==> src/rtl/muldiv_unit.sv <==
`timescale 1ns/1ps
`default_nettype none
// ============================================================================
//  Module      : muldiv_unit
//  Description : RV32M multiply/divide unit. It uses 32-iteration shift-add
//                multiplication and restoring division. Optional macro
//                MULDIV_FAST_MUL_EN gives single-cycle combinational multiplies.
//  Revision    : 1.0  initial release
// ============================================================================
module muldiv_unit (
    input  logic        clk,
    input  logic        reset,
    input  logic        FlushE,
    input  logic        StartE,
    input  logic [2:0]  Funct3E,
    input  logic [31:0] SrcAE,
    input  logic [31:0] SrcBE,
    input  logic [4:0]  RdE,
    output logic        StallE,
    output logic        DoneE,
    output logic [31:0] ResultE,
    output logic [4:0]  RdOutE
);

    typedef enum logic [1:0] {
        S_IDLE = 2'd0,
        S_RUN  = 2'd1,
        S_DONE = 2'd2
    } state_t;

    localparam logic [2:0] c_MUL    = 3'd0;
    localparam logic [2:0] c_MULH   = 3'd1;
    localparam logic [2:0] c_MULHSU = 3'd2;
    localparam logic [2:0] c_DIV    = 3'd4;
    localparam logic [2:0] c_REM    = 3'd6;

    state_t      r_state;
    state_t      w_state_next;
    logic [4:0]  r_count;
    logic [2:0]  r_op;
    logic [31:0] r_operand;
    logic [63:0] r_acc;
    logic        r_neg_q;
    logic        r_neg_r;
    logic [31:0] r_result;
    logic [4:0]  r_rd;

    logic        w_accept;
    logic        w_is_div;
    logic        w_a_signed;
    logic        w_b_signed;
    logic        w_a_neg;
    logic        w_b_neg;
    logic [31:0] w_mag_a;
    logic [31:0] w_mag_b;
    logic        w_div_zero;
    logic        w_div_ovf;
    logic        w_special;
    logic [31:0] w_special_res;
    logic        w_fast;
    logic [31:0] w_fast_res;

    logic [32:0] w_mul_sum;
    logic [63:0] w_mul_next;
    logic [32:0] w_trial;
    logic [32:0] w_diff;
    logic        w_ge;
    logic [63:0] w_div_next;
    logic [63:0] w_acc_next;
    logic [63:0] w_prod;
    logic [31:0] w_quot;
    logic [31:0] w_rem;
    logic [31:0] w_final;

    // ---------------------------------------------------------------- decode
    assign w_accept   = (r_state == S_IDLE) && StartE && !FlushE;
    assign w_is_div   = Funct3E[2];
    assign w_a_signed = (Funct3E == c_MUL) || (Funct3E == c_MULH) || (Funct3E == c_MULHSU)
                        || (Funct3E == c_DIV) || (Funct3E == c_REM);
    assign w_b_signed = (Funct3E == c_MUL) || (Funct3E == c_MULH)
                        || (Funct3E == c_DIV) || (Funct3E == c_REM);
    assign w_a_neg    = w_a_signed && SrcAE[31];
    assign w_b_neg    = w_b_signed && SrcBE[31];
    assign w_mag_a    = w_a_neg ? (32'd0 - SrcAE) : SrcAE;
    assign w_mag_b    = w_b_neg ? (32'd0 - SrcBE) : SrcBE;

    assign w_div_zero = w_is_div && (SrcBE == 32'd0);
    assign w_div_ovf  = w_is_div && !Funct3E[0] && (SrcAE == 32'h8000_0000)
                        && (SrcBE == 32'hFFFF_FFFF);
    assign w_special  = w_div_zero || w_div_ovf;

    always_comb begin
        w_special_res = 32'd0;
        if (w_div_zero) begin
            w_special_res = Funct3E[1] ? SrcAE : 32'hFFFF_FFFF;
        end else if (w_div_ovf) begin
            w_special_res = Funct3E[1] ? 32'd0 : 32'h8000_0000;
        end
    end

`ifdef MULDIV_FAST_MUL_EN
    logic [63:0] w_fast_mag;
    logic [63:0] w_fast_prod;

    assign w_fast      = !w_is_div;
    assign w_fast_mag  = {32'd0, w_mag_a} * {32'd0, w_mag_b};
    assign w_fast_prod = (w_a_neg ^ w_b_neg) ? (64'd0 - w_fast_mag) : w_fast_mag;
    assign w_fast_res  = (Funct3E == c_MUL) ? w_fast_prod[31:0] : w_fast_prod[63:32];
`else
    assign w_fast      = 1'b0;
    assign w_fast_res  = 32'd0;
`endif

    // -------------------------------------------------------------- datapath
    // Multiply: acc = {partial product, remaining multiplier bits}.
    assign w_mul_sum  = {1'b0, r_acc[63:32]} + (r_acc[0] ? {1'b0, r_operand} : 33'd0);
    assign w_mul_next = {w_mul_sum, r_acc[31:1]};

    // Divide: acc = {partial remainder, dividend shifting into quotient}.
    // trial < 2*divisor, so bit 32 of the difference is set only on borrow.
    assign w_trial    = r_acc[63:31];
    assign w_diff     = w_trial - {1'b0, r_operand};
    assign w_ge       = !w_diff[32];
    assign w_div_next = {(w_ge ? w_diff[31:0] : w_trial[31:0]), r_acc[30:0], w_ge};

    assign w_acc_next = r_op[2] ? w_div_next : w_mul_next;

    assign w_prod = r_neg_q ? (64'd0 - w_acc_next) : w_acc_next;
    assign w_quot = r_neg_q ? (32'd0 - w_acc_next[31:0]) : w_acc_next[31:0];
    assign w_rem  = r_neg_r ? (32'd0 - w_acc_next[63:32]) : w_acc_next[63:32];

    always_comb begin
        w_final = 32'd0;
        case (r_op)
            3'd0:          w_final = w_prod[31:0];
            3'd1, 3'd2,
            3'd3:          w_final = w_prod[63:32];
            3'd4, 3'd5:    w_final = w_quot;
            default:       w_final = w_rem;
        endcase
    end

    // ------------------------------------------------------------------- FSM
    always_comb begin
        w_state_next = r_state;
        if (FlushE) begin
            w_state_next = S_IDLE;
        end else begin
            case (r_state)
                S_IDLE: begin
                    if (StartE) begin
                        w_state_next = (w_special || w_fast) ? S_DONE : S_RUN;
                    end
                end
                S_RUN: begin
                    if (r_count == 5'd31) begin
                        w_state_next = S_DONE;
                    end
                end
                S_DONE:  w_state_next = S_IDLE;
                default: w_state_next = S_IDLE;
            endcase
        end
    end

    always_ff @(posedge clk or negedge reset) begin
        if (!reset) begin
            r_state   <= S_IDLE;
            r_count   <= 5'd0;
            r_op      <= 3'd0;
            r_operand <= 32'd0;
            r_acc     <= 64'd0;
            r_neg_q   <= 1'b0;
            r_neg_r   <= 1'b0;
            r_result  <= 32'd0;
            r_rd      <= 5'd0;
        end else begin
            r_state <= w_state_next;
            if (w_accept) begin
                r_op    <= Funct3E;
                r_rd    <= RdE;
                r_count <= 5'd0;
                r_neg_q <= w_a_neg ^ w_b_neg;
                r_neg_r <= w_a_neg;
                if (w_is_div) begin
                    r_operand <= w_mag_b;
                    r_acc     <= {32'd0, w_mag_a};
                end else begin
                    r_operand <= w_mag_a;
                    r_acc     <= {32'd0, w_mag_b};
                end
                if (w_special) begin
                    r_result <= w_special_res;
                end else if (w_fast) begin
                    r_result <= w_fast_res;
                end
            end else if (r_state == S_RUN) begin
                if (FlushE) begin
                    r_count <= 5'd0;
                end else begin
                    r_acc   <= w_acc_next;
                    r_count <= r_count + 5'd1;
                    if (r_count == 5'd31) begin
                        r_result <= w_final;
                    end
                end
            end
        end
    end

    // Gated by reset so a held StartE cannot request a stall during reset.
    assign StallE  = reset && ((r_state == S_RUN) || w_accept);
    assign DoneE   = (r_state == S_DONE);
    assign ResultE = r_result;
    assign RdOutE  = r_rd;

endmodule
`default_nettype wire

==> config.mk <==
export PLATFORM = sky130hd
export DESIGN_NAME = muldiv_unit
export DESIGN_NICKNAME = d
export VERILOG_FILES = /design/src/rtl/muldiv_unit.sv
export SDC_FILE = /design/constraint.sdc
export NUM_CORES = 1
export LEC_CHECK = 0
export CAP_MARGIN = 25
export CORE_ASPECT_RATIO = 1.2
export CORE_MARGIN = 2
export CORE_UTILIZATION = 40
export CTS_CLUSTER_DIAMETER = 80
export CTS_CLUSTER_SIZE = 25
export DETAILED_ROUTE_END_ITERATION = 12
export SETUP_SLACK_MARGIN = 0.2
export SYNTH_ARGS = -nofsm -noshare
export SYNTH_HDL_FRONTEND = slang
export SYNTH_SLANG_ARGS = --single-unit
==> constraint.sdc <==
create_clock -name clk -period 10.5 [get_ports clk]
set_input_delay 2.1 -clock clk [delete_from_list [all_inputs] [get_ports clk]]
set_output_delay 2.1 -clock clk [all_outputs]
set_load 0.01 [all_outputs]
# After elaboration in Yosys (flattened, before gate mapping)
# Cells that the tools add are included.
[classes]
addsub = 8
eq_ne = 18
n_mux = 31
bitwise = 1
n_reduce_logical = 31
[ops]
columns = ["op", "count"]
rows = [
  ["$mux W32", 17],
  ["$mux W64", 5],
  ["$sub A1 B32 Y32 const A", 4],
  ["$pmux W32 S3", 1],
  ["$eq A32 B32 Y1 const B", 2],
  ["$sub A1 B64 Y64 const A", 1],
  ["$add A32 B32 Y33", 1],
  ["$sub A33 B32 Y33", 1],
  ["$logic_not A32 Y1", 1],
  ["$mux W5", 3],
  ["$eq A3 B3 Y1 const B", 4],
  ["$eq A3 B2 Y1 const B", 3],
  ["$logic_and A1 B1 Y1", 9],
  ["$logic_or A1 B1 Y1", 8],
  ["$mux W2", 4],
  ["$eq A3 B1 Y1 const B", 2],
  ["$logic_not A3 Y1", 2],
  ["$ne A3 B3 Y1 const B", 2],
  ["$add A5 B1 Y5 const B", 1],
  ["$eq A5 B5 Y1 const B", 1],
  ["$ne A2 B1 Y1 const B", 2],
  ["$pmux W2 S2", 1],
  ["$reduce_and A2 Y1", 2],
  ["$reduce_and A4 Y1", 1],
  ["8 further kinds", 11],
]
[word_totals]
register_bits = 145
input_bits = 76
output_inout_bits = 39
elab_cells = 98

# Longest topological paths before layout
# Gate-level depths: netlist (run 1).
[depth]
ltp_word = 10
mapped_depth = 24
ltp_nobuf = 22

# Worst setup path after synthesis (run 1)
# OpenSTA, ideal clock, no wires.
[synth_timing]
path_type = "input to output"
from = "in FlushE"
to = "out StallE"
arrival_time_ns = 3.397
t_required_ns = 8.400
slack_ns = 5.003
cell_stages = 3
path_buffers = 0
cell_sequence = "nor4b_1 a21oi_1 nor2b_1"
[synth_via]
elab_chain_len = 4
[synth_lines]
columns = ["element", "line", "rtl"]
rows = [
  ["start: declaration", "13", "input logic FlushE,"],
  ["$logic_not A1 Y1", "76", "assign w_accept = (r_state == S_IDLE) && StartE && !FlushE;"],
  ["$logic_and A1 B1 Y1", "76", ""],
  ["$logic_or A1 B1 Y1", "212", "assign StallE = reset && ((r_state == S_RUN) || w_accept);"],
  ["$logic_and A1 B1 Y1", "212", ""],
  ["end: declaration", "19", "output logic StallE,"],
]
# No other way between the ends.

# Final worst setup path (run 1)
[layout_timing]
from = "reg r_acc[31]"
to = "reg r_result[20] (netlist: ResultE[20])"
[layout_via]
elab_chain_len = 10
word_cells_on_any_way = 15
cone_classes = "4 x add/sub; 10 x mux; 1 x reduce/logical"
[layout_lines]
columns = ["element", "line", "rtl"]
rows = [
  ["start: declaration", "42", "logic [63:0] r_acc;"],
  ["start signal: assignment", "187", "r_acc <= {32'd0, w_mag_a};"],
  ["start signal: assignment", "190", "r_acc <= {32'd0, w_mag_b};"],
  ["start signal: assignment", "201", "r_acc <= w_acc_next;"],
  ["$sub A33 B32 Y33", "122", "assign w_diff = w_trial - {1'b0, r_operand};"],
  ["$mux W32 / $logic_not A1 Y1 (equally long branches)", "124, 123", ""],
  ["$mux W64 (*)", "126", "assign w_acc_next = r_op[2] ? w_div_next : w_mul_next;"],
  ["$sub A1 B64 Y64 (tied with other cells)", "128", "assign w_prod = r_neg_q ? (64'd0 - w_acc_next) : w_acc_next;"],
  ["$mux W64 (tied with other cells)", "128", ""],
  ["$pmux W32 S3 (*)", "134", "case (r_op)"],
  ["$mux W32 (*)", "203", "if (r_count == 5'd31) begin"],
  ["$mux W32 (*)", "198", "if (FlushE) begin"],
  ["$mux W32 (*)", "197", "end else if (r_state == S_RUN) begin"],
  ["$mux W32 (*)", "179", "if (w_accept) begin"],
  ["end signal: assignment", "193", "r_result <= w_special_res;"],
  ["end signal: assignment", "195", "r_result <= w_fast_res;"],
  ["end signal: assignment", "204", "r_result <= w_final;"],
  ["end: declaration", "45", "logic [31:0] r_result;"],
]
# Mark *: on every way between the ends. The rest lies on a longest branch, timed or not. The select of a mux whose other input is x is not followed.
# A chain may end at the register's enable or synchronous reset.

==> flow_metrics.env, run 1 <==
export IMPL_status="finished, final reports clean"
export IMPL_grt_pass1_wl_um=104000
export IMPL_yosys_most_used_dff="dfrtp_1"
export IMPL_fin_crit_ps=7050
export IMPL_drt_total_wl_um=68500
export IMPL_cts_tree="built"
export IMPL_hpwl_um=53400
export IMPL_cts_buffers=17
export IMPL_max_freq_mhz=142
export IMPL_ctsResizeCount=0
export IMPL_final_nets=2396
export IMPL_io_pins=115
export IMPL_grt_max_degree=93
export IMPL_gp_congestion=1.03
export IMPL_die_y_um=224
export IMPL_clockRootBuffer="clkbuf_16"
export IMPL_antenna_cells=0
export IMPL_post_cts_repair_setup_buffers=0
export IMPL_cap_viol_max_count=0
export IMPL_total_power_w=0.00541
export IMPL_combPwrFrac_pct=70.4
export IMPL_synth_nets=2373
export IMPL_antenna_found_initial=4
export IMPL_fin_crit_sh_pct=67.1
export IMPL_synth_seq_area_share_pct=22.5
export IMPL_clockPowerShare_pct=12.2
export IMPL_switching_share_pct=55.5
export IMPL_cts_sinks=145
export IMPL_worstSetupPathType="flop to flop"
export IMPL_total_leakage_power_nw=7.32
export IMPL_first_iter_violations=1534
export IMPL_yosysTopAreaCellShare_pct=22.5
export IMPL_hold_violations=0
export IMPL_tns_ps=0
export IMPL_port_buffers=114
export IMPL_synth_edff_count=0
export IMPL_hold_buffers=0
export IMPL_slew_headroom_pct=22.8
export IMPL_rsz0062_at_grt="no"
export IMPL_tightestPinTransition_ps=1150
export IMPL_synth_area_leader_cell="dfrtp_1"
export IMPL_drt_pass1_iterations=5
export IMPL_critPathRequiredTime_ps=10810
export IMPL_start_kind="flop"
export IMPL_crit_path_end_kind="flop"
export IMPL_synthCells=2224
export IMPL_detail_route_antenna_nets=0
export IMPL_vias_per_cell=6.31
export IMPL_synth_distinct_cells=87
export IMPL_p_switching_w=0.00301
export IMPL_peakVddDrop_uv=117
export IMPL_setup_viol=0
export IMPL_coreArea_mm2=0.0397
export IMPL_final_cell_mix="nand2_1, o21ai_0, nor2_1, a21oi_1, dfrtp_1"
export IMPL_dieArea_mm2=0.0420
export IMPL_htree_levels=4
export IMPL_clkTransAtPathRegs_ps=70
export IMPL_clock_path_buffers=2
export IMPL_grt_overflow_total=0
export IMPL_skew_ps=10.2
export IMPL_pwr_share_seq_pct=17.3
export IMPL_slowest_stage="a221oi_2"
export IMPL_syn2layout_area_growth_pct=13.1
export IMPL_grt_util_all_layers_pct=32.5
export IMPL_drc=0
export IMPL_crit_arrival_ps=7350
export IMPL_rows=80
export IMPL_p_int_w=0.00241
export IMPL_clock_latency_ps=460
export IMPL_yosysWarnings=0
export IMPL_layout_commonest_cell="nand2_1"
export IMPL_ys_ff_latch=145
export IMPL_start_util_pct=40.6
export IMPL_avgSynthCellArea_um2=7.25
export IMPL_crit_chain="inv_1 > ha_1 > inv_1 > fa_1 > a211oi_1 > o211ai_1 > a221oi_2 > or4_1 > nand3_4 > nand3_1 > and2_1 > ha_1 > nand2_1 > or2_2 > nor2_1 > nand4b_1 > or3_1 > or3_1 > o31ai_1 > xnor2_1 > a221oi_1 > o211ai_1"
export IMPL_slowest_delay_ps=600
export IMPL_synth_async_reset_ratio_pct=100
export IMPL_syn_cell_area_mm2=0.0161
export IMPL_cp_max_fo=17
export IMPL_vias=17600
export IMPL_power_density_mw_per_mm2=297
export IMPL_synth_area_leaders="dfrtp_1, o21ai_0, nand2_1, ha_1, a21oi_1"
export IMPL_grt_pass1_vias=17000
export IMPL_die_x_um=187
export IMPL_drive_gt1_share_pct=4.78
export IMPL_hold_class="flop to flop"
export IMPL_maxSlewViolCount=0
export IMPL_wl_per_cell_um=24.5
worst max-delay path, delay by kind of cell (launching register included):
family | cells | cell delay (ps)
XOR/XNOR | 1 | 100
flip-flops | 1 | 470
buffers and inverters | 2 | 170
AND/OR/NAND/NOR | 10 | 3450
AO/OA/AOI/OAI | 6 | 1860
adder cells (fa/ha/maj) | 3 | 850
sequential cells by signal (all words and copies together), names as in the netlist:
| name | count |
|---|---|
| r_acc | 64 |
| r_op | 3 |
| r_count | 5 |
| RdOutE | 5 |
| r_neg_r | 1 |
| r_operand | 32 |
| r_neg_q | 1 |
| r_state | 2 |
| ResultE | 32 |
power by group through the flow:
stage,combinational [W],clock (W),sequential (W)
after floorplan,0.00264,0,0.000836
after global placement,0.00366,0,0.000936
after detailed placement,0.00368,0,0.000942
after CTS,0.00370,0.000667,0.000932
after global routing,0.00411,0.000696,0.000963
final,0.00381,0.000663,0.000938
cells by family after synthesis:
group | count (synthesis) | synth area share (%)
AND/OR/NAND/NOR | 788 | 23.1
AO/OA/AOI/OAI | 774 | 30.3
XOR/XNOR | 170 | 9.23
buffers and inverters | 210 | 5.09
adder cells (fa/ha/maj) | 73 | 5.76
multiplexers | 64 | 4.05
flip-flops | 145 | 22.5
final timing paths:
check	slack, ps	startpoint	cells after the start	to
max	3450	r_acc[31]	22	ResultE[20]
min	480	RdOutE[3]	2	RdOutE[3]
max reg2reg	3450	r_acc[31]	22	ResultE[20]
min reg2reg	480	RdOutE[3]	2	RdOutE[3]
max in group asynchronous	7770	reset	2	r_acc[11]
min in group asynchronous	1500	reset	1	r_acc[59]
per-stage QoR:
stage               util (%)  hold WS (ps)  area [µm²]  worst slack, ps  std cells
floorplan                  -           443       16100             5000       2224
detailed placement      44.4           473       17600             3660       2761
finish                  45.9           481       18200             3450       2793
global placement        44.4           459       17600             3850       2760
global route            45.9           503       18200             3170       2793
CTS                     45.9           486       18200             3620       2793
layout make-up:
class / instances / area, µm²
Timing Repair Buffer: 144 / 1360
Inverter: 70 / 263
Fill cell: 4098 / 21500
Clock inverter: 14 / 183
Tap cell: 533 / 667
Sequential cell: 145 / 3630
Multi-Input combinational cell: 1869 / 11700
Clock buffer: 18 / 429
per-layer routing:
metal,wire (µm),vias up,global-route usage [%]
met5,12,-,0
met4,4380,2,19.8
met3,4670,198,4.42
met2,31700,899,54.1
met1,27700,8357,40.0
li1,-,8181,-
cells in the mapped netlist, drive strengths merged, types with 13 or more instances:
| cell | number |
|---|---|
| nand2 | 299 |
| o21ai | 286 |
| nor2 | 179 |
| a21oi | 160 |
| dfrtp | 145 |
| clkbuf | 112 |
| xnor2 | 87 |
| xor2 | 83 |
| ha | 71 |
| inv | 70 |
| nor3 | 69 |
| mux2i | 54 |
| o211ai | 51 |
| and2 | 45 |
| nand3 | 36 |
| o31ai | 33 |
| a31oi | 30 |
| or3 | 29 |
| buf | 28 |
| a21o | 25 |
| a211oi | 23 |
| a22o | 23 |
| nand4 | 23 |
| o41ai | 20 |
| nor4 | 16 |
| or4 | 15 |
| and3 | 14 |
| nand2b | 13 |
(Power assumes the default switching activity.)
==> run 2, diff against run 1 <==
==> constraint.sdc (replaced) <==
create_clock -name clk -period 7.4 [get_ports clk]
set_input_delay 1.48 -clock clk [delete_from_list [all_inputs] [get_ports clk]]
set_output_delay 1.48 -clock clk [all_outputs]
set_load 0.01 [all_outputs]
==> run 2 against run 1 <==
Net effect:
- die area did not move
- clock skew rose by 4.9 ps
- design area rose by 0.65%
- sequential share of layout area fell by 0.13 points
- worst setup slack got worse by 2600 ps
- total power rose by 44%
- via count rose by 0.92%
- register-to-register slack got worse by 2600 ps
- combinational power rose by 46%
- largest power group unchanged
- sequential cell count did not move
- clock-buffer cell count rose by 1
- critical path type unchanged
==> flow_metrics.env, run 2 (synthesized netlist as in run 1, its figures left out) <==
export IMPL_crit_arrival_ps=6870
export IMPL_port_buffers=114
export IMPL_critPathRequiredTime_ps=7710
export IMPL_slowest_delay_ps=590
export IMPL_slowest_stage="a221oi_2"
export IMPL_power_density_mw_per_mm2=424
export IMPL_crit_family="simple AND/OR/NAND/NOR gates"
export IMPL_finalNonFillerCells=2813
export IMPL_reg2reg_from="r_acc[31]"
export IMPL_total_leakage_power_nw=7.41
export IMPL_ctsResizeCount=0
export IMPL_hold_buffers=0
export IMPL_cp_max_fo=17
export IMPL_worstSetupPathType="flop to flop"
export IMPL_setup_viol=0
export IMPL_cts_sinks=145
export IMPL_gp_congestion=0.994
export IMPL_syn2layout_area_growth_pct=13.8
export IMPL_slew_headroom_pct=28.1
export IMPL_maxSlewViolCount=0
export IMPL_crit_buf_inv=3
export IMPL_cts_buffers=17
export IMPL_rows=80
export IMPL_io_pins=115
export IMPL_start_kind="flop"
export IMPL_max_freq_mhz=152
export IMPL_hpwl_um=55500
export IMPL_first_iter_violations=1716
export IMPL_top_register="r_acc"
export IMPL_drc=0
export IMPL_peakVddDrop_uv=182
export IMPL_placed_cells=2781
export IMPL_top_layer_used="met5"
export IMPL_largest_reg_flops=64
export IMPL_n_fill_cell=4076
export IMPL_status="finished, final reports clean"
export IMPL_antenna_cells=0
export IMPL_hold_violations=0
export IMPL_grt_max_degree=74
export IMPL_vias=17800
export IMPL_grt_pass1_wl_um=105000
export IMPL_grt_util_all_layers_pct=33.0
export IMPL_wl_per_cell_um=25.0
export IMPL_die_x_um=187
export IMPL_regArea_mm2=0.00363
export IMPL_rsz0062_at_grt="no"
export IMPL_cap_viol_max_count=0
export IMPL_tightestPinTransition_ps=1070
export IMPL_detail_route_antenna_nets=0
export IMPL_vias_per_cell=6.33
export IMPL_final_nets=2416
export IMPL_crit_path_end_kind="flop"
export IMPL_fin_crit_sh_pct=88.7
export IMPL_clockRootBuffer="clkbuf_16"
export IMPL_skew_ps=15.0
export IMPL_start_util_pct=40.6
export IMPL_wl_met2_um=32400
export IMPL_crit_chain="inv_1 > ha_1 > inv_1 > fa_1 > a211oi_1 > o211ai_1 > a221oi_2 > or4_1 > nand3_4 > nand3_1 > and2_1 > ha_1 > nand2_1 > or2_2 > nor2_1 > nand4b_1 > buf_4 > or3_1 > or3_1 > o31ai_1 > xnor2_1 > a221oi_1 > o211ai_1"
export IMPL_multi_input_area_mm2=0.0117
export IMPL_htree_levels=4
export IMPL_final_cell_mix="nand2_1, o21ai_0, nor2_1, a21oi_1, dfrtp_1"
export IMPL_dieArea_mm2=0.0420
export IMPL_wl_met1_um=27900
export IMPL_coreArea_mm2=0.0397
export IMPL_min_from="RdOutE[2]"
export IMPL_drt_pass1_iterations=6
export IMPL_fin_crit_ps=6560
export IMPL_cts_tree="built"
export IMPL_grt_overflow_total=0
export IMPL_antenna_found_initial=4
export IMPL_hold_class="flop to flop"
export IMPL_post_cts_repair_setup_buffers=0
export IMPL_timing_hold_ws_ps=484
export IMPL_layout_commonest_cell="nand2_1"
export IMPL_met3WireLength_um=4700
export IMPL_tns_ps=0
export IMPL_grt_pass1_vias=16700
export IMPL_clock_latency_ps=470
export IMPL_cp_startpoint="r_acc[31]"
export IMPL_clkTransAtPathRegs_ps=60
export IMPL_drive_gt1_share_pct=5.66
export IMPL_die_y_um=224
export IMPL_clock_path_buffers=2
export IMPL_drt_total_wl_um=70200
[run 2: cell types whose count changed in the layout (fill, tap and decap cells not counted), sizes merged]
cell,before,now
bufinv,3,1
clkinv,3,7
clkinvlp,4,1
clkbuf,18,19
buf,32,52
[run 2: final timing paths]
| check | end | slack (ps) | depth (start not counted) |
|---|---|---|---|
| min | RdOutE[2] | 480 | 2 |
| max | ResultE[20] | 840 | 23 |
| max reg2reg | ResultE[20] | 840 | 23 |
| min reg2reg | RdOutE[2] | 480 | 2 |
| max in group asynchronous | r_acc[9] | 4580 | 3 |
| min in group asynchronous | r_state[0] | 930 | 1 |
[run 2: worst reg2reg max path, stage by stage (launching register included)]
cell	delay (ps)
dfrtp_1	420
inv_1	90
ha_1	160
inv_1	60
fa_1	430
a211oi_1	330
o211ai_1	200
a221oi_2	590
or4_1	460
nand3_4	270
nand3_1	350
and2_1	280
ha_1	290
nand2_1	110
or2_2	310
nor2_1	100
nand4b_1	110
buf_4	230
or3_1	340
or3_1	480
o31ai_1	280
xnor2_1	120
a221oi_1	280
o211ai_1	120
[run 2: metrics by stage]
stage	setup slack [ps]	utilization, %	cell area (µm²)	total power [W]
floorplan	1950	-	16100	0.00493
global placement	977	44.7	17800	0.00668
detailed placement	974	44.8	17800	0.00671
CTS	949	46.2	18400	0.00763
global route	568	46.2	18400	0.00825
finish	837	46.2	18400	0.00778
[run 2: per-layer routing]
| layer | vias to the layer above | GRT usage, % |
|---|---|---|
| li1 | 8225 | - |
| met1 | 8471 | 39.1 |
| met2 | 858 | 55.2 |
| met3 | 242 | 5.37 |
| met4 | 4 | 21.9 |
| met5 | - | 0 |
[run 2: power by group]
group          leakage (nW)  total [W]  switching [W]  internal, W
sequential             1.88    0.00131       0.000315     0.000999
clock                 0.286   0.000890       0.000404     0.000486
combinational          5.24    0.00558        0.00363      0.00195
[run 2: final cells by class]
class,count,share of cell area (%)
clock buffers,19,2.47
inverters,70,1.43
repair buffers,164,8.25
well taps,533,3.63
multi-input cells,1869,63.8
clock inverters,13,0.681
flip-flops and latches,145,19.8
==> edit, RTL diff (config.mk and constraints of run 2) <==
Reset style: synchronous (`reset`), changed in one clocked block.
--- a/src/rtl/muldiv_unit.sv
+++ b/src/rtl/muldiv_unit.sv
@@ -164,5 +164,5 @@
     end
 
-    always_ff @(posedge clk or negedge reset) begin
+    always_ff @(posedge clk) begin
         if (!reset) begin
             r_state   <= S_IDLE;
Function: differs if reset is asserted again (counterexample within 4 cycles, from zero or initial values and one cycle with reset low); with reset held inactive, the same outputs for 4 cycles.
==> edit against run 2 <==
Wire length rose by 0.79%; worst setup slack better by 0.37 ns; fmax grew 6.0%; synthesized cell count is 5.8% higher; sequential cell count unchanged; area after synthesis up 1.0%; non-clock buffer count fell by 15; design area increased by 0.13%; via count rose by 3.6%.
Power is not compared: it rests on default switching activity, and its combinational part moved more than twofold at a synthesized area within 25%.
==> edit: results (changes against run 2) <==
synth_xor_area_frac: 0.0822  # -0.0101
r2r.worst_path.cells: 23  # unchanged
wl_met3_mm: 4.74  # +0.89%
async_flop_share: 0  # -1.00
drt-met1-wl_mm: 28.2  # +1.1%
diodes: 2  # +2
hpwl_mm: 55.1  # -0.70%
drt_wl_total_mm: 70.8  # +0.79%
first_iter_violations: 1977  # +15%
use_met1: 0.396  # +0.00441
ff2ff_setup_slack_ns: 1.21  # +0.37 ns
cp_max_fo: 15  # -2
cp-startpoint: "r_acc[31]"
grt_use_met2: 0.544  # -0.00753
top_register: "r_acc"
status: "complete, no violations"
syn_avg_cell_area_um2: 6.93  # -4.5%
vias: 18439  # +3.6%
path_clk_slew_ns: 0.08  # +0.02 ns
synth_common_cells: "nand2_1, o21ai_0, nor2_1"
ys_seq_area_frac: 0.178  # -0.0468
bufAreaShareNonClock: 0.0758  # -0.00671
regArea_um2: 2910  # -20%
dr.pass1.iters: 10  # +4
finClkSkew_ns: 0.0160  # +0.000944 ns
wl_met2_mm: 33.0  # +2.1%
top_layer: "met4"
clk_share: 0.0333  # +0.00186
multi_input_area_share: 0.682  # +0.0447
fillers: 4167  # +2.2%
synth_mux_area_frac: 0.0326  # -0.00785
critical-path-max-stage-delay_ns: 0.61  # +0.02 ns
synthAdderAreaFrac: 0.0570  # -0.000570
slew_headroom: 0.295  # +0.0148
inv_count: 66  # -5.7%
fin_crit_sh: 0.837  # -0.0499
antenna_found_initial: 2  # -2
buffers: 149  # -9.1%
gp_congestion: 1.00  # +0.60%
synth_compound_area_frac: 0.339  # +0.0363
vias_per_cell: 6.33  # about the same
ys_warn_count: 0  # unchanged
post-place-ws_ns: 1.35  # +0.378 ns
synth.area.top_cells: "dfxtp_1, nand2_1, o21ai_0"
grt_pass1_vias: 17400  # +3.9%
crit_end: "ResultE[30]"
dp_cells: 2879  # +3.5%
grtUsageMet3: 0.0410  # -0.0128
synth_fp_nets: 2501  # +5.4%
drive_gt1_frac: 0.0535  # -0.00304
grt_pass1_wl_mm: 105  # +0.73%
multi_input_cells: 1980  # +5.9%
yosys.area.top_type: "dfxtp_1"
critPathSlowestCell: "nor3_1"
insertion_delay_ns: 0.47  # about the same
grt_usage: 0.326  # -0.00395
synth_cell_types: 93  # +6.9%
-- edit: changes by cell type in the layout (fill, tap and decap cells not counted), moves of 23 or more --
cell,run 2,this run
dfrtp_1,144,0
dfxtp_1,0,143
o21ai_0,279,208
a21boi_0,7,58
o211ai_1,51,88
nor2b_1,10,43
a22oi_1,6,29
-- edit: power breakdown --
part           internal (mW)  total [mW]  leakage, nW  switching, mW
logic                  0.331       0.973         5.25          0.642
registers              0.808       0.851         1.18         0.0432
clock network          0.514       0.952        0.302          0.439
total                   1.65        2.78         6.73           1.12
-- edit: worst max-delay path: cells and delay by family (launching register included) --
kind            cells  cell delay [ns]
compound gates      9             2.22
xor+xnor            1             0.11
buf+inv             4             0.50
flops               1             0.36
simple gates        6             2.02
fa+ha+maj           3             0.85
-- edit: worst min path at each step --
stage	slack (ns)	cells after the start	startpoint	end
after global placement	0.45	2	RdOutE[3]	RdOutE[3]
final	0.47	2	RdOutE[2]	RdOutE[2]
after detailed placement	0.46	2	RdOutE[2]	RdOutE[2]
after CTS	0.47	2	RdOutE[2]	RdOutE[2]
after floorplan	0.45	2	r_operand[11]	r_operand[11]
after global routing	0.50	2	RdOutE[1]	RdOutE[1]
-- edit: kinds of logic after synthesis --
| family | after synthesis |
|---|---|
| simple gates | 865 |
| xor+xnor | 153 |
| mux | 52 |
| fa+ha+maj | 73 |
| compound gates | 837 |
| buf+inv | 227 |
| flops | 145 |
-- edit: through the flow --
| step | hold WS, ns | cell area (µm²) |
|---|---|---|
| floorplan | 0.449 | 16300 |
| CTS | 0.475 | 18400 |
| global placement | 0.453 | 17800 |
| global route | 0.495 | 18400 |
| finish | 0.470 | 18400 |
| detailed placement | 0.464 | 17800 |
